## src/rtl/uart_tx_arbiter_pkg.sv

```systemverilog
`default_nettype none
// ============================================================================
// Module   : uart_tx_arb_pkg
// Purpose  : Shared types and default constants for the UART TX arbiter.
//            Holds the arbiter state encoding, the default geometry
//            (requester count, byte width, burst limit) and the width of
//            the per-grant burst counter.
// Ports    : none (package)
// Revision : 1.0 - initial release
// ============================================================================
package uart_tx_arb_pkg;

  localparam int c_DEF_NUM_REQ   = 4;
  localparam int c_DEF_DATA_W    = 8;
  localparam int c_DEF_MAX_BURST = 4;

  // Wide enough for burst limits up to 15.
  localparam int c_BURST_W = 4;

  typedef enum logic [1:0] {
    IDLE = 2'd0,
    LOAD = 2'd1,
    SEND = 2'd2,
    WAIT = 2'd3
  } state_t;

endpackage : uart_tx_arb_pkg
`default_nettype wire

```

## src/rtl/uart_tx_arbiter_rr_pick.sv

```systemverilog
`default_nettype none
// ============================================================================
// Module   : rr_pick
// Purpose  : Combinational round-robin picker. Returns the first asserted
//            bit of the valid vector at or after the pointer, wrapping
//            modulo NUM_REQ (non-power-of-2 counts supported).
// Ports    : i_valid    - request vector
//            i_ptr      - round-robin start index (must be < NUM_REQ)
//            o_anyValid - at least one request asserted
//            o_pick     - winning index (0 when none valid)
// Revision : 1.0 - initial release
// ============================================================================
module rr_pick
  import uart_tx_arb_pkg::*;
#(
  parameter int NUM_REQ = c_DEF_NUM_REQ,
  parameter int IDX_W   = $clog2(c_DEF_NUM_REQ)
) (
  input  logic [NUM_REQ-1:0] i_valid,
  input  logic [IDX_W-1:0]   i_ptr,
  output logic               o_anyValid,
  output logic [IDX_W-1:0]   o_pick
);

  // One extra bit: ptr + offset stays below 2*NUM_REQ before wrapping.
  logic [IDX_W:0] w_sum;

  // Scan offsets from the far end down to 0 so the nearest valid
  // requester to the pointer is the last one written and therefore wins.
  always_comb begin
    o_anyValid = 1'b0;
    o_pick     = '0;
    w_sum      = '0;
    for (int k = NUM_REQ - 1; k >= 0; k--) begin
      w_sum = {1'b0, i_ptr} + (IDX_W + 1)'(k);
      if (w_sum >= (IDX_W + 1)'(NUM_REQ)) begin
        w_sum = w_sum - (IDX_W + 1)'(NUM_REQ);
      end
      if (i_valid[w_sum[IDX_W-1:0]]) begin
        o_anyValid = 1'b1;
        o_pick     = w_sum[IDX_W-1:0];
      end
    end
  end

endmodule : rr_pick
`default_nettype wire

```

## src/rtl/uart_tx_arbiter.sv

```systemverilog
`default_nettype none
// ============================================================================
// Module   : uart_tx_arbiter
// Purpose  : Shares one UART transmitter between NUM_REQ byte sources.
//            Round-robin grant, at most MAX_BURST bytes per grant, one
//            byte in flight at a time (valid/ready on both sides, tx_done
//            closes each byte).
// Ports    : clk, rst_n            - clock, async active-low reset
//            req_valid/data/last   - per-requester byte offer
//            req_ready             - one-hot byte acceptance
//            tx_valid/data/ready   - byte handoff to the UART shifter
//            tx_done               - shifter finished the stop bit
//            grant_id, busy        - current owner, arbiter not idle
//            err_timeout           - pulse on per-byte timeout abort
// Config   : `define UART_TX_ARB_TIMEOUT_EN enables the per-byte timeout
//            (TIMEOUT_CYCLES); otherwise err_timeout is tied 0.
// Revision : 1.0 - initial release
// ============================================================================
module uart_tx_arbiter
  import uart_tx_arb_pkg::*;
#(
  parameter int NUM_REQ        = c_DEF_NUM_REQ,
  parameter int DATA_W         = c_DEF_DATA_W,
  parameter int MAX_BURST      = c_DEF_MAX_BURST,
  parameter int TIMEOUT_CYCLES = 1048576
) (
  input  logic                       clk,
  input  logic                       rst_n,
  input  logic [NUM_REQ-1:0]         req_valid,
  input  logic [NUM_REQ*DATA_W-1:0]  req_data,
  input  logic [NUM_REQ-1:0]         req_last,
  output logic [NUM_REQ-1:0]         req_ready,
  output logic                       tx_valid,
  output logic [DATA_W-1:0]          tx_data,
  input  logic                       tx_ready,
  input  logic                       tx_done,
  output logic [$clog2(NUM_REQ)-1:0] grant_id,
  output logic                       busy,
  output logic                       err_timeout
);

  localparam int c_IDX_W = $clog2(NUM_REQ);
  localparam logic [c_BURST_W-1:0] c_MAX_BURST = c_BURST_W'(MAX_BURST);

  generate
    if (NUM_REQ < 2 || NUM_REQ > 8 || MAX_BURST < 1 || MAX_BURST > 15 ||
        TIMEOUT_CYCLES < 2) begin : g_paramCheck
      $error("uart_tx_arbiter: parameter out of range");
    end
  endgenerate

  state_t               r_state;
  logic [c_IDX_W-1:0]   r_ptr;
  logic [c_IDX_W-1:0]   r_grant;
  logic [c_BURST_W-1:0] r_burstCnt;
  logic [DATA_W-1:0]    r_holdData;
  logic                 r_holdLast;

  logic                 w_anyValid;
  logic [c_IDX_W-1:0]   w_pick;
  logic [c_IDX_W-1:0]   w_grantNext;
  logic [c_BURST_W-1:0] w_burstNext;
  logic                 w_ownerValid;
  logic [DATA_W-1:0]    w_ownerData;

`ifdef UART_TX_ARB_TIMEOUT_EN
  localparam int c_TO_W = $clog2(TIMEOUT_CYCLES);
  logic [c_TO_W-1:0] r_toCnt;
  logic              r_errTimeout;
  logic              w_toHit;
  assign w_toHit     = (r_toCnt == c_TO_W'(TIMEOUT_CYCLES - 1));
  assign err_timeout = r_errTimeout;
`else
  assign err_timeout = 1'b0;
`endif

  rr_pick #(
    .NUM_REQ (NUM_REQ),
    .IDX_W   (c_IDX_W)
  ) u_rrPick (
    .i_valid    (req_valid),
    .i_ptr      (r_ptr),
    .o_anyValid (w_anyValid),
    .o_pick     (w_pick)
  );

  // Explicit wrap so non-power-of-2 requester counts rotate correctly.
  assign w_grantNext  = (r_grant == c_IDX_W'(NUM_REQ - 1)) ? '0
                                                           : r_grant + c_IDX_W'(1);
  assign w_burstNext  = r_burstCnt + c_BURST_W'(1);
  assign w_ownerValid = req_valid[r_grant];

  always_comb begin
    w_ownerData = '0;
    for (int i = 0; i < NUM_REQ; i++) begin
      if (r_grant == c_IDX_W'(i)) begin
        w_ownerData = req_data[i*DATA_W +: DATA_W];
      end
    end
  end

  // The handshake is only offered while the owner still has a byte, so a
  // source that withdraws during LOAD never sees a stray ready.
  always_comb begin
    req_ready = '0;
    if (r_state == LOAD && w_ownerValid) begin
      req_ready[r_grant] = 1'b1;
    end
  end

  assign tx_valid = (r_state == SEND);
  assign tx_data  = r_holdData;
  assign grant_id = r_grant;
  assign busy     = (r_state != IDLE);

  always_ff @(posedge clk or negedge rst_n) begin
    if (!rst_n) begin
      r_state    <= IDLE;
      r_ptr      <= '0;
      r_grant    <= '0;
      r_burstCnt <= '0;
      r_holdData <= '0;
      r_holdLast <= 1'b0;
`ifdef UART_TX_ARB_TIMEOUT_EN
      r_toCnt      <= '0;
      r_errTimeout <= 1'b0;
`endif
    end else begin
`ifdef UART_TX_ARB_TIMEOUT_EN
      r_errTimeout <= 1'b0;
`endif
      case (r_state)
        IDLE: begin
          if (w_anyValid) begin
            r_grant    <= w_pick;
            r_burstCnt <= '0;
            r_state    <= LOAD;
          end
        end

        LOAD: begin
`ifdef UART_TX_ARB_TIMEOUT_EN
          r_toCnt <= '0;
`endif
          if (w_ownerValid) begin
            r_holdData <= w_ownerData;
            r_holdLast <= req_last[r_grant];
            r_state    <= SEND;
          end else begin
            r_ptr   <= w_grantNext;
            r_state <= IDLE;
          end
        end

        SEND: begin
`ifdef UART_TX_ARB_TIMEOUT_EN
          r_toCnt <= r_toCnt + c_TO_W'(1);
`endif
          if (tx_ready) begin
            r_state <= WAIT;
          end
`ifdef UART_TX_ARB_TIMEOUT_EN
          else if (w_toHit) begin
            r_errTimeout <= 1'b1;
            r_ptr        <= w_grantNext;
            r_state      <= IDLE;
          end
`endif
        end

        WAIT: begin
`ifdef UART_TX_ARB_TIMEOUT_EN
          r_toCnt <= r_toCnt + c_TO_W'(1);
`endif
          if (tx_done) begin
            r_burstCnt <= w_burstNext;
            // Keep the owner only mid-message, under the burst limit and
            // with another byte ready; otherwise hand over to the next one.
            if (!r_holdLast && (w_burstNext < c_MAX_BURST) && w_ownerValid) begin
              r_state <= LOAD;
            end else begin
              r_ptr   <= w_grantNext;
              r_state <= IDLE;
            end
          end
`ifdef UART_TX_ARB_TIMEOUT_EN
          else if (w_toHit) begin
            r_errTimeout <= 1'b1;
            r_ptr        <= w_grantNext;
            r_state      <= IDLE;
          end
`endif
        end

        default: r_state <= IDLE;
      endcase
    end
  end

endmodule : uart_tx_arbiter
`default_nettype wire

```

## config.mk

```make
export PLATFORM = sky130hd
export DESIGN_NAME = uart_tx_arbiter
export DESIGN_NICKNAME = d
export VERILOG_FILES = /design/src/rtl/uart_tx_arbiter_pkg.sv /design/src/rtl/uart_tx_arbiter_rr_pick.sv /design/src/rtl/uart_tx_arbiter.sv
export SDC_FILE = /design/constraint.sdc
export NUM_CORES = 1
export LEC_CHECK = 0
export CAP_MARGIN = 10
export CORE_MARGIN = 10
export CORE_UTILIZATION = 40
export CTS_BUF_LIST = sky130_fd_sc_hd__clkbuf_16
export CTS_CLUSTER_DIAMETER = 30
export DETAILED_ROUTE_END_ITERATION = 8
export PLACE_DENSITY = 0.78
export SYNTH_ARGS = -nofsm -noshare
export SYNTH_HDL_FRONTEND = slang
export SYNTH_HIERARCHICAL = 1
export SYNTH_SLANG_ARGS = --single-unit
```

## constraint.sdc

```tcl
create_clock -name clk -period 4.97 [get_ports clk]
set_input_delay 0.497 -clock clk [delete_from_list [all_inputs] [get_ports clk]]
set_output_delay 0.497 -clock clk [all_outputs]
set_load 0.02 [all_outputs]
```

# --- Word-level counts from Yosys, hierarchy flattened ---
# Index checks and enable logic that the tools add are counted.
op_classes:
  n_reduce_logical: 15
  n_eq_ne: 11
  mux: 45
  add_sub_neg: 9
  order_cmp: 11
ops:
  columns: ["cell", "n"]
  rows:
  - ["2-bit two-way mux", 16]
  - ["8-bit two-way mux", 4]
  - ["2-bit by 3-bit less-than comparator with 1-bit output, second input constant", 5]
  - ["1-bit binary-select mux with 2-bit select", 6]
  - ["1-bit two-way mux", 12]
  - ["4-bit two-way mux", 3]
  - ["3-bit >= comparator, second input constant", 3]
  - ["2-bit == test, second input constant", 4]
  - ["2-bit one-hot mux with 4 select lines", 1]
  - ["4-bit one-hot mux with 2 select lines", 1]
  - ["2-bit by 1-bit subtractor with 2-bit output, second input constant", 4]
  - ["2-bit by 2-bit adder with 3-bit output, second input constant", 2]
  - ["2-bit inequality test, second input constant", 3]
  - ["3-bit AND reduction", 2]
  - ["2-bit nonzero test", 3]
  - ["4-bit by 1-bit adder with 4-bit output, second input constant", 1]
  - ["2-bit by 1-bit == test with 1-bit output, second input constant", 2]
  - ["1-bit logical AND", 4]
  - ["2-bit logical NOT", 2]
  - ["4-bit by 3-bit less-than comparator with 1-bit output, second input constant", 1]
  - ["2-bit by 1-bit inequality test with 1-bit output, second input constant", 2]
  - ["2-bit one-hot mux with 2 select lines", 1]
  - ["2-bit AND reduction", 2]
  - ["4-bit AND reduction", 1]
  - ["other kinds (6)", 6]
word_totals:
  out_inout_bits: 17
  regBits: 19

# --- Depth between registers and ports, before layout ---
# Gate-level depths: netlist of run 1.
depth:
  word_depth: 11
  mapped_depth: 8

# --- Modules after synthesis ---
# The synthesis of run 1 kept the hierarchy.
by_module_without_submodules:
  columns: ["module", "cells_each", "n_inst", "area_each_um2"]
  rows:
  - ["uart_tx_arbiter", 149, 1, 1270.0]
  - ["rr_pick", 13, 1, 77.6]

# --- Least setup slack after synthesis of run 1 ---
# Ideal clock, no wire load.
synth_path:
  kind: "reg2out"
  startpoint: "reg r_grant[0] (netlist: grant_id[0])"
  endpoint: "out req_ready[3]"
  setup_slack_ns: 2.835
  path_stages_with_launch: 6
  arrival_time_ns: 1.638
  required_ns: 4.473
  cell_sequence: "dfrtp_1 -> ha_1 -> clkbuf_1 -> clkbuf_1 -> inv_1 -> nor2_1"
synth_via:
  elab_chain_len: 5
  word_cells_on_any_way: 9
synth_rtl:
  columns: ["item", "line_no", "rtl"]
  rows:
  - ["from (decl)", "uart_tx_arbiter.sv:54", "logic [c_IDX_W-1:0] r_grant;"]
  - ["from (signal assigned)", "uart_tx_arbiter.sv:135", "r_grant <= w_pick;"]
  - ["2-bit by 3-bit less-than comparator with 1-bit output (implied by the code) / 2-bit by 1-bit >= comparator with 1-bit output (equally long branches)", "uart_tx_arbiter.sv:107", "req_ready[r_grant] = 1'b1;"]
  - ["1-bit logical AND (implied by the code)", "uart_tx_arbiter.sv:107", null]
  - ["1-bit two-way mux (implied by the code)", "uart_tx_arbiter.sv:107", null]
  - ["1-bit demux with 2-bit select", "uart_tx_arbiter.sv:107", null]
  - ["4-bit two-way mux *", "uart_tx_arbiter.sv:106", "if (r_state == LOAD && w_ownerValid) begin"]
  - ["to (decl)", "uart_tx_arbiter.sv:32", "output logic [NUM_REQ-1:0] req_ready,"]
# Mark *: on every way between the ends. The rest lies on a longest branch, timed or not. The select of a mux whose other input is x is not followed.

# --- Final worst setup path of run 1 ---
layout_path:
  startpoint: "in req_valid[3]"
  endpoint: "out req_ready[1]"
layout_via:
  elab_chain_len: 4
layout_rtl:
  columns: ["item", "line_no", "rtl"]
  rows:
  - ["from (decl)", "uart_tx_arbiter.sv:29", "input logic [NUM_REQ-1:0] req_valid,"]
  - ["1-bit binary-select mux with 2-bit select", "uart_tx_arbiter.sv:91", "assign w_ownerValid = req_valid[r_grant];"]
  - ["1-bit two-way mux (implied by the code)", "uart_tx_arbiter.sv:91", null]
  - ["1-bit logical AND", "uart_tx_arbiter.sv:106", null]
  - ["4-bit two-way mux", "uart_tx_arbiter.sv:106", null]
# Every way passes these cells. The select of a mux whose other input is x is not followed.

==> out/qor.yml, run 1 <==
status: "complete, no violations"
drtAntennaViolNets: 0
hold_class: "flip-flop to flip-flop"
crit_path_start_kind: "input pin"
viasPerCell: 5.395
synth.distinct_cells: 38
holdBufCountCts: 0
n_fill_cell: 286
drive_above_1_share_pct: 3.721
ctsResizeCount: 0
die_width_um: 78.04
ctsHtreeMaxLevel: 1
top_level_ports: 61
ys.flop_type: "dfrtp_1"
grt_usage_pct: 13.15
synthCells: 162
gp_congestion: 0.8643
path_common_cell: "clkdlybuf4s50_1"
fin_setup_tns_ns: 0
period_share_pct: 61.37
wl_um: 4181
critPathKind: "input pin to output port"
async_flop_share_pct: 100.0
required_ns: 4.47
final_cells: 261
cts_setup_buffers: 0
clock_path_buffers: 2
cpPeakStageDelay_ns: 0.63
drt_iter0_markers: 69
layout_commonest_cell: "clkdlybuf4s50_1"
tightest_slew_ns: 0.8376
finalSetupViolations: 0
placed_area_sq_um: 1944
ys_ff_latch: 19
cts_sinks: 19
io_buffers: 59
path_cells: "clkdlybuf4s50_1 -> mux4_2 -> nand3_2 -> nor2_1 -> clkdlybuf4s50_1"
power_leakage_nw: 0.8235
wl_per_cell_um: 16.02
clk_pin_slew_ns: 0.05
crit_fanout: 21
dp_hpwl_um: 3362
hold_viol: 0
max_slew_margin_pct: 43.99
cts_tree: "yes"
grt_pass1_wl_um: 6699
antenna_found_initial: 0
setup_slack_ns: 1.920
die_y_um: 78.04
area_delta_synth_final_pct: 50.14
crit_arrival_ns: 2.55
multi_input_area_sq_um: 790.8
synth_nets: 211
ir_drop_mv: 0.2844
coreArea_sq_um: 3284
fin_crit_ns: 3.050
syn-cell-area_sq_um: 1348
drcViolationCount: 0
cellPowerDensity_nw_per_um2: 554.8
initial_core_util_pct: 41.03
cp-end-kind: "output port"
power_mw: 1.122
antenna_cells_inserted: 0
syn_avg_cell_area_sq_um: 8.318
insertion_delay_ns: 0.25
fin_nets: 265
area.sequential_sq_um: 475.5
skew_ns: 0.004982
final_area_sq_um: 2023
drt_pass1_iterations: 4
rsz0062_at_grt: "false"
cts_buffers: 3
yosysSeqAreaShare_pct: 35.28
dr_total_vias: 1408
grt_max_degree: 22
cts-root-buf: "clkbuf_16"
grt_pass1_vias: 1379
rows: 21
die-area_sq_um: 6090
dp.cells: 257
synth-edff-count: 0
dp_slack_ns: 1.919
synth_warnings: 6
final_cell_mix: "clkdlybuf4s50_1, nand2_1, nor2_1"
fmax_mhz: 327.9
overflow: 0
max_cap_violations: 0
slowest_stage: "clkdlybuf4s50_1"
slew_violations: 0
## cells in the mapped netlist, types with 3 or more instances
cell type	number	area share, %
nand2_1	24	6.7
nor2_1	23	6.4
dfrtp_1	19	35
a221oi_1	10	6.5
a21oi_1	9	3.3
o21ai_1	8	3.0
o31a_1	8	5.2
inv_1	7	2.0
clkbuf_1	5	1.4
ha_1	5	4.6
nor2b_1	4	1.9
a211oi_1	3	1.7
buf_4	3	1.7
nand3_1	3	1.1
o21ai_0	3	1.1
## logic make-up (layout without fill, tap and decap cells)
kind of cell	after synthesis	in the layout	synth area share, %
simple gates	66	66	22.66
buf+inv	18	71	6.035
fa+ha+maj	5	5	4.643
xor+xnor	2	2	1.300
compound gates	47	47	24.61
other cells	1	1	0.2783
mux	4	4	5.200
flops	19	19	35.28
## path summary, 6_finish.rpt
| path | from | endpoint | slack, ns | cells after the start |
|---|---|---|---|---|
| setup / recovery | req_valid[3] | req_ready[1] | 1.92 | 5 |
| hold / removal | tx_data[7] | tx_data[7] | 0.48 | 2 |
| setup reg to reg | grant_id[1] | tx_data[4] | 2.92 | 6 |
| hold reg to reg | tx_data[7] | tx_data[7] | 0.48 | 2 |
| max in group asynchronous | rst_n | r_burstCnt[0] | 3.72 | 1 |
| min in group asynchronous | rst_n | tx_data[3] | 0.73 | 1 |
## where the power goes
part	internal, mW	switching, mW	total [mW]
registers	0.223	0.0868	0.310
logic	0.309	0.344	0.654
clock network	0.107	0.0517	0.158
total	0.639	0.483	1.12
## final cells by class
type | count | area share (%)
Timing Repair Buffer | 59 | 29.19
Tap cell | 46 | 2.845
Clock inverter | 1 | 0.1855
Sequential cell | 19 | 23.50
Multi-Input combinational cell | 125 | 39.08
Clock buffer | 3 | 3.711
Inverter | 8 | 1.484
## state kept, by name (all words and copies together) (netlist names), named ones only
| register | flops |
|---|---|
| r_state | 1 |
| grant_id | 2 |
| tx_data | 8 |
| r_ptr | 2 |
| r_burstCnt | 4 |
| r_holdLast | 1 |
## critical path: cells and delay by family
family                 cells  cell delay (ns)
buffers and inverters      2             1.16
muxes                      1             0.37
and+or+nand+nor            2             0.53
## through the flow
step / hold slack, ns / utilization, %
global placement: 0.4697 / 59.20
CTS: 0.4883 / 61.60
detailed placement: 0.4769 / 59.20
floorplan: 0.2014 / -
finish: 0.4836 / 61.60
global route: 0.5065 / 61.60
## metal layers
layer / vias to the layer above / wire length [um] / GRT usage (%)
li1: 688 / - / -
met1: 649 / 2112 / 18.37
met2: 69 / 1698 / 19.65
met3: 2 / 362 / 4.100
met4: 0 / 7 / 2.151
met5: - / 0 / 0
No activity file was read; power rests on OpenSTA's default activity.
==> inputs of run 2 (changes only) <==
--- a/config.mk
+++ b/config.mk
@@ -7,11 +7,11 @@
 export LEC_CHECK = 0
 export CAP_MARGIN = 10
 export CORE_MARGIN = 10
-export CORE_UTILIZATION = 40
+export CORE_UTILIZATION = 37
 export CTS_BUF_LIST = sky130_fd_sc_hd__clkbuf_16
 export CTS_CLUSTER_DIAMETER = 30
 export DETAILED_ROUTE_END_ITERATION = 8
-export PLACE_DENSITY = 0.78
+export PLACE_DENSITY = 0.75
 export SYNTH_ARGS = -nofsm -noshare
 export SYNTH_HDL_FRONTEND = slang
 export SYNTH_HIERARCHICAL = 1
==> constraint.sdc (replaced) <==
create_clock -name clk -period 2.7 [get_ports clk]
set_input_delay 0.27 -clock clk [delete_from_list [all_inputs] [get_ports clk]]
set_output_delay 0.27 -clock clk [all_outputs]
set_load 0.02 [all_outputs]
==> out/qor.yml, run 2 (synthesized netlist as in run 1, its figures left out) <==
fin_crit_ns: 2.415
period_share_pct: 89.45
max_cap_violations: 0  # unchanged
cts_tree: "yes"
largest_reg_flops: 8  # unchanged
grt_usage_pct: 12.22  # -0.94 points
insertion_delay_ns: 0.25  # about the same
clock_path_buffers: 2  # unchanged
power.share.switching_pct: 42.81  # -0.22 points
die_width_um: 80.35  # +3.0%
fmax_mhz: 414.0
wl_per_cell_um: 15.33  # -4.3%
cts_buffers: 3  # unchanged
layout_commonest_cell: "clkdlybuf4s50_1"
wl_um: 4047  # -3.2%
holdBufCountCts: 0  # unchanged
drcViolationCount: 0  # unchanged
area_delta_synth_final_pct: 51.81
crit_path_start_kind: "flip-flop"
drtAntennaViolNets: 0  # unchanged
finalSetupViolations: 0  # unchanged
cts-root-buf: "clkbuf_16"
drt_iter0_markers: 112  # +62%
die-area_sq_um: 6456  # +6.0%
top_level_ports: 61  # unchanged
skew_ns: 0.003348  # -0.001635 ns
drt_pass1_iterations: 4  # unchanged
antenna_cells_inserted: 0  # unchanged
crit_arrival_ns: 2.15  # -0.40 ns
ctsResizeCount: 0  # unchanged
io_buffers: 59  # unchanged
clk_pin_slew_ns: 0.05  # about the same
cellPowerDensity_nw_per_um2: 1021  # +84%
p_sw_mw: 0.8941  # +85%
ctsHtreeMaxLevel: 1  # unchanged
hold_class: "flip-flop to flip-flop"
comb_power_share_pct: 59.1  # +0.8 points
rsz0062_at_grt: "false"
drive_above_1_share_pct: 5.046  # +1.3 points
seq_power_share_pct: 26.8  # -0.8 points
viasPerCell: 5.182  # -3.9%
antenna_found_initial: 0  # unchanged
grt_max_degree: 20  # -9.1%
cts_sinks: 19  # unchanged
gp_congestion: 0.8495  # -1.7%
overflow: 0  # unchanged
slew_violations: 0  # unchanged
fin_nets: 268  # +1.1%
initial_core_util_pct: 39.45  # -1.6 points
required_ns: 2.43  # -2.04 ns
grt_pass1_vias: 1258  # -8.8%
final_area_sq_um: 2046  # +1.1%
die_y_um: 80.35  # +3.0%
internal_power_mw: 1.194  # +87%
rows: 21  # unchanged
critPathKind: "flip-flop to output port"
tightest_slew_ns: 0.8603  # +0.02270 ns
crit_fanout: 9  # -57%
coreArea_sq_um: 3416  # +4.0%
hold_viol: 0  # unchanged
cp-end-kind: "output port"
placed_area_sq_um: 1967  # +1.2%
final_cell_mix: "clkdlybuf4s50_1, nand2_1, nor2_1"
dp_hpwl_um: 3222  # -4.1%
ir_drop_mv: 0.6436  # +130%
grt_pass1_wl_um: 6389  # -4.6%
p_clk_share_pct: 14.1  # about the same
dr_total_vias: 1368  # -2.8%
cts_setup_buffers: 0  # unchanged
power_leakage_nw: 0.8376  # +1.7%
fin_setup_tns_ns: 0  # unchanged
max_slew_margin_pct: 42.47  # -1.5 points
status: "complete, no violations"
run 2: power groups by stage:
stage	Sequential [mW]	Combinational, mW	Clock, mW
6_report	0.560	1.23	0.295
5_1_grt	0.588	1.36	0.316
4_1_cts	0.560	1.24	0.303
3_5_place_dp	0.566	1.24	0
3_3_place_gp	0.564	1.23	0
2_1_floorplan	0.589	0.784	0
run 2: final timing paths:
kind                             start           end  slack, ns  cells after the start
min in group asynchronous        rst_n   grant_id[1]       0.51                      1
min reg2reg                 tx_data[6]    tx_data[6]       0.49                      2
max in group asynchronous        rst_n    tx_data[3]       1.65                      1
max reg2reg                grant_id[1]    tx_data[0]       0.62                      6
min                         tx_data[6]    tx_data[6]       0.49                      2
max                        grant_id[0]  req_ready[0]       0.28                      4
run 2: per-stage QoR:
stage	power (mW)	hold slack, ns	util, %	std cells	worst slack, ns
floorplan	1.372	-0.02559	-	162	0.7919
global placement	1.793	0.4691	57.58	260	0.3504
detailed placement	1.803	0.4772	57.58	260	0.3169
CTS	2.105	0.4892	59.89	264	0.2677
global route	2.261	0.5015	59.89	264	0.1612
finish	2.088	0.4890	59.89	264	0.2847
run 2: layer usage:
metal	part of all wire [%]	vias up	global-route usage [%]	wire, um
met4	0.52	0	2.113	21
met2	42	49	17.52	1701
met5	0	-	0	0
li1	-	696	-	-
met3	9.3	2	4.566	377
met1	48	621	17.01	1946
run 2: layout make-up:
type / count / area (sq um)
sequential: 19 / 475.5
timing repair buffer: 62 / 613.1
clock buffer: 3 / 75.07
tap: 46 / 57.56
inverter: 8 / 30.03
clock inverter: 1 / 3.754
fill: 304 / 1370
multi-input combinational: 125 / 790.8
run 2: critical path, cell delays in order (launching register included):
cell and delay [ns]:
dfrtp_1 0.48, mux4_2 0.65, nand3_2 0.17, nor2_1 0.06
clkdlybuf4s50_1 0.53
==> inputs of run 3 (changes only) <==
--- a/config.mk
+++ b/config.mk
@@ -10,7 +10,9 @@
 export CORE_UTILIZATION = 37
 export CTS_BUF_LIST = sky130_fd_sc_hd__clkbuf_16
 export CTS_CLUSTER_DIAMETER = 30
+export CTS_CLUSTER_SIZE = 30
 export DETAILED_ROUTE_END_ITERATION = 8
+export GPL_TIMING_DRIVEN = 1
 export PLACE_DENSITY = 0.75
 export SYNTH_ARGS = -nofsm -noshare
 export SYNTH_HDL_FRONTEND = slang
==> results of run 3 <==
The final DEF is identical to that of run 2; final timing and power are the same.
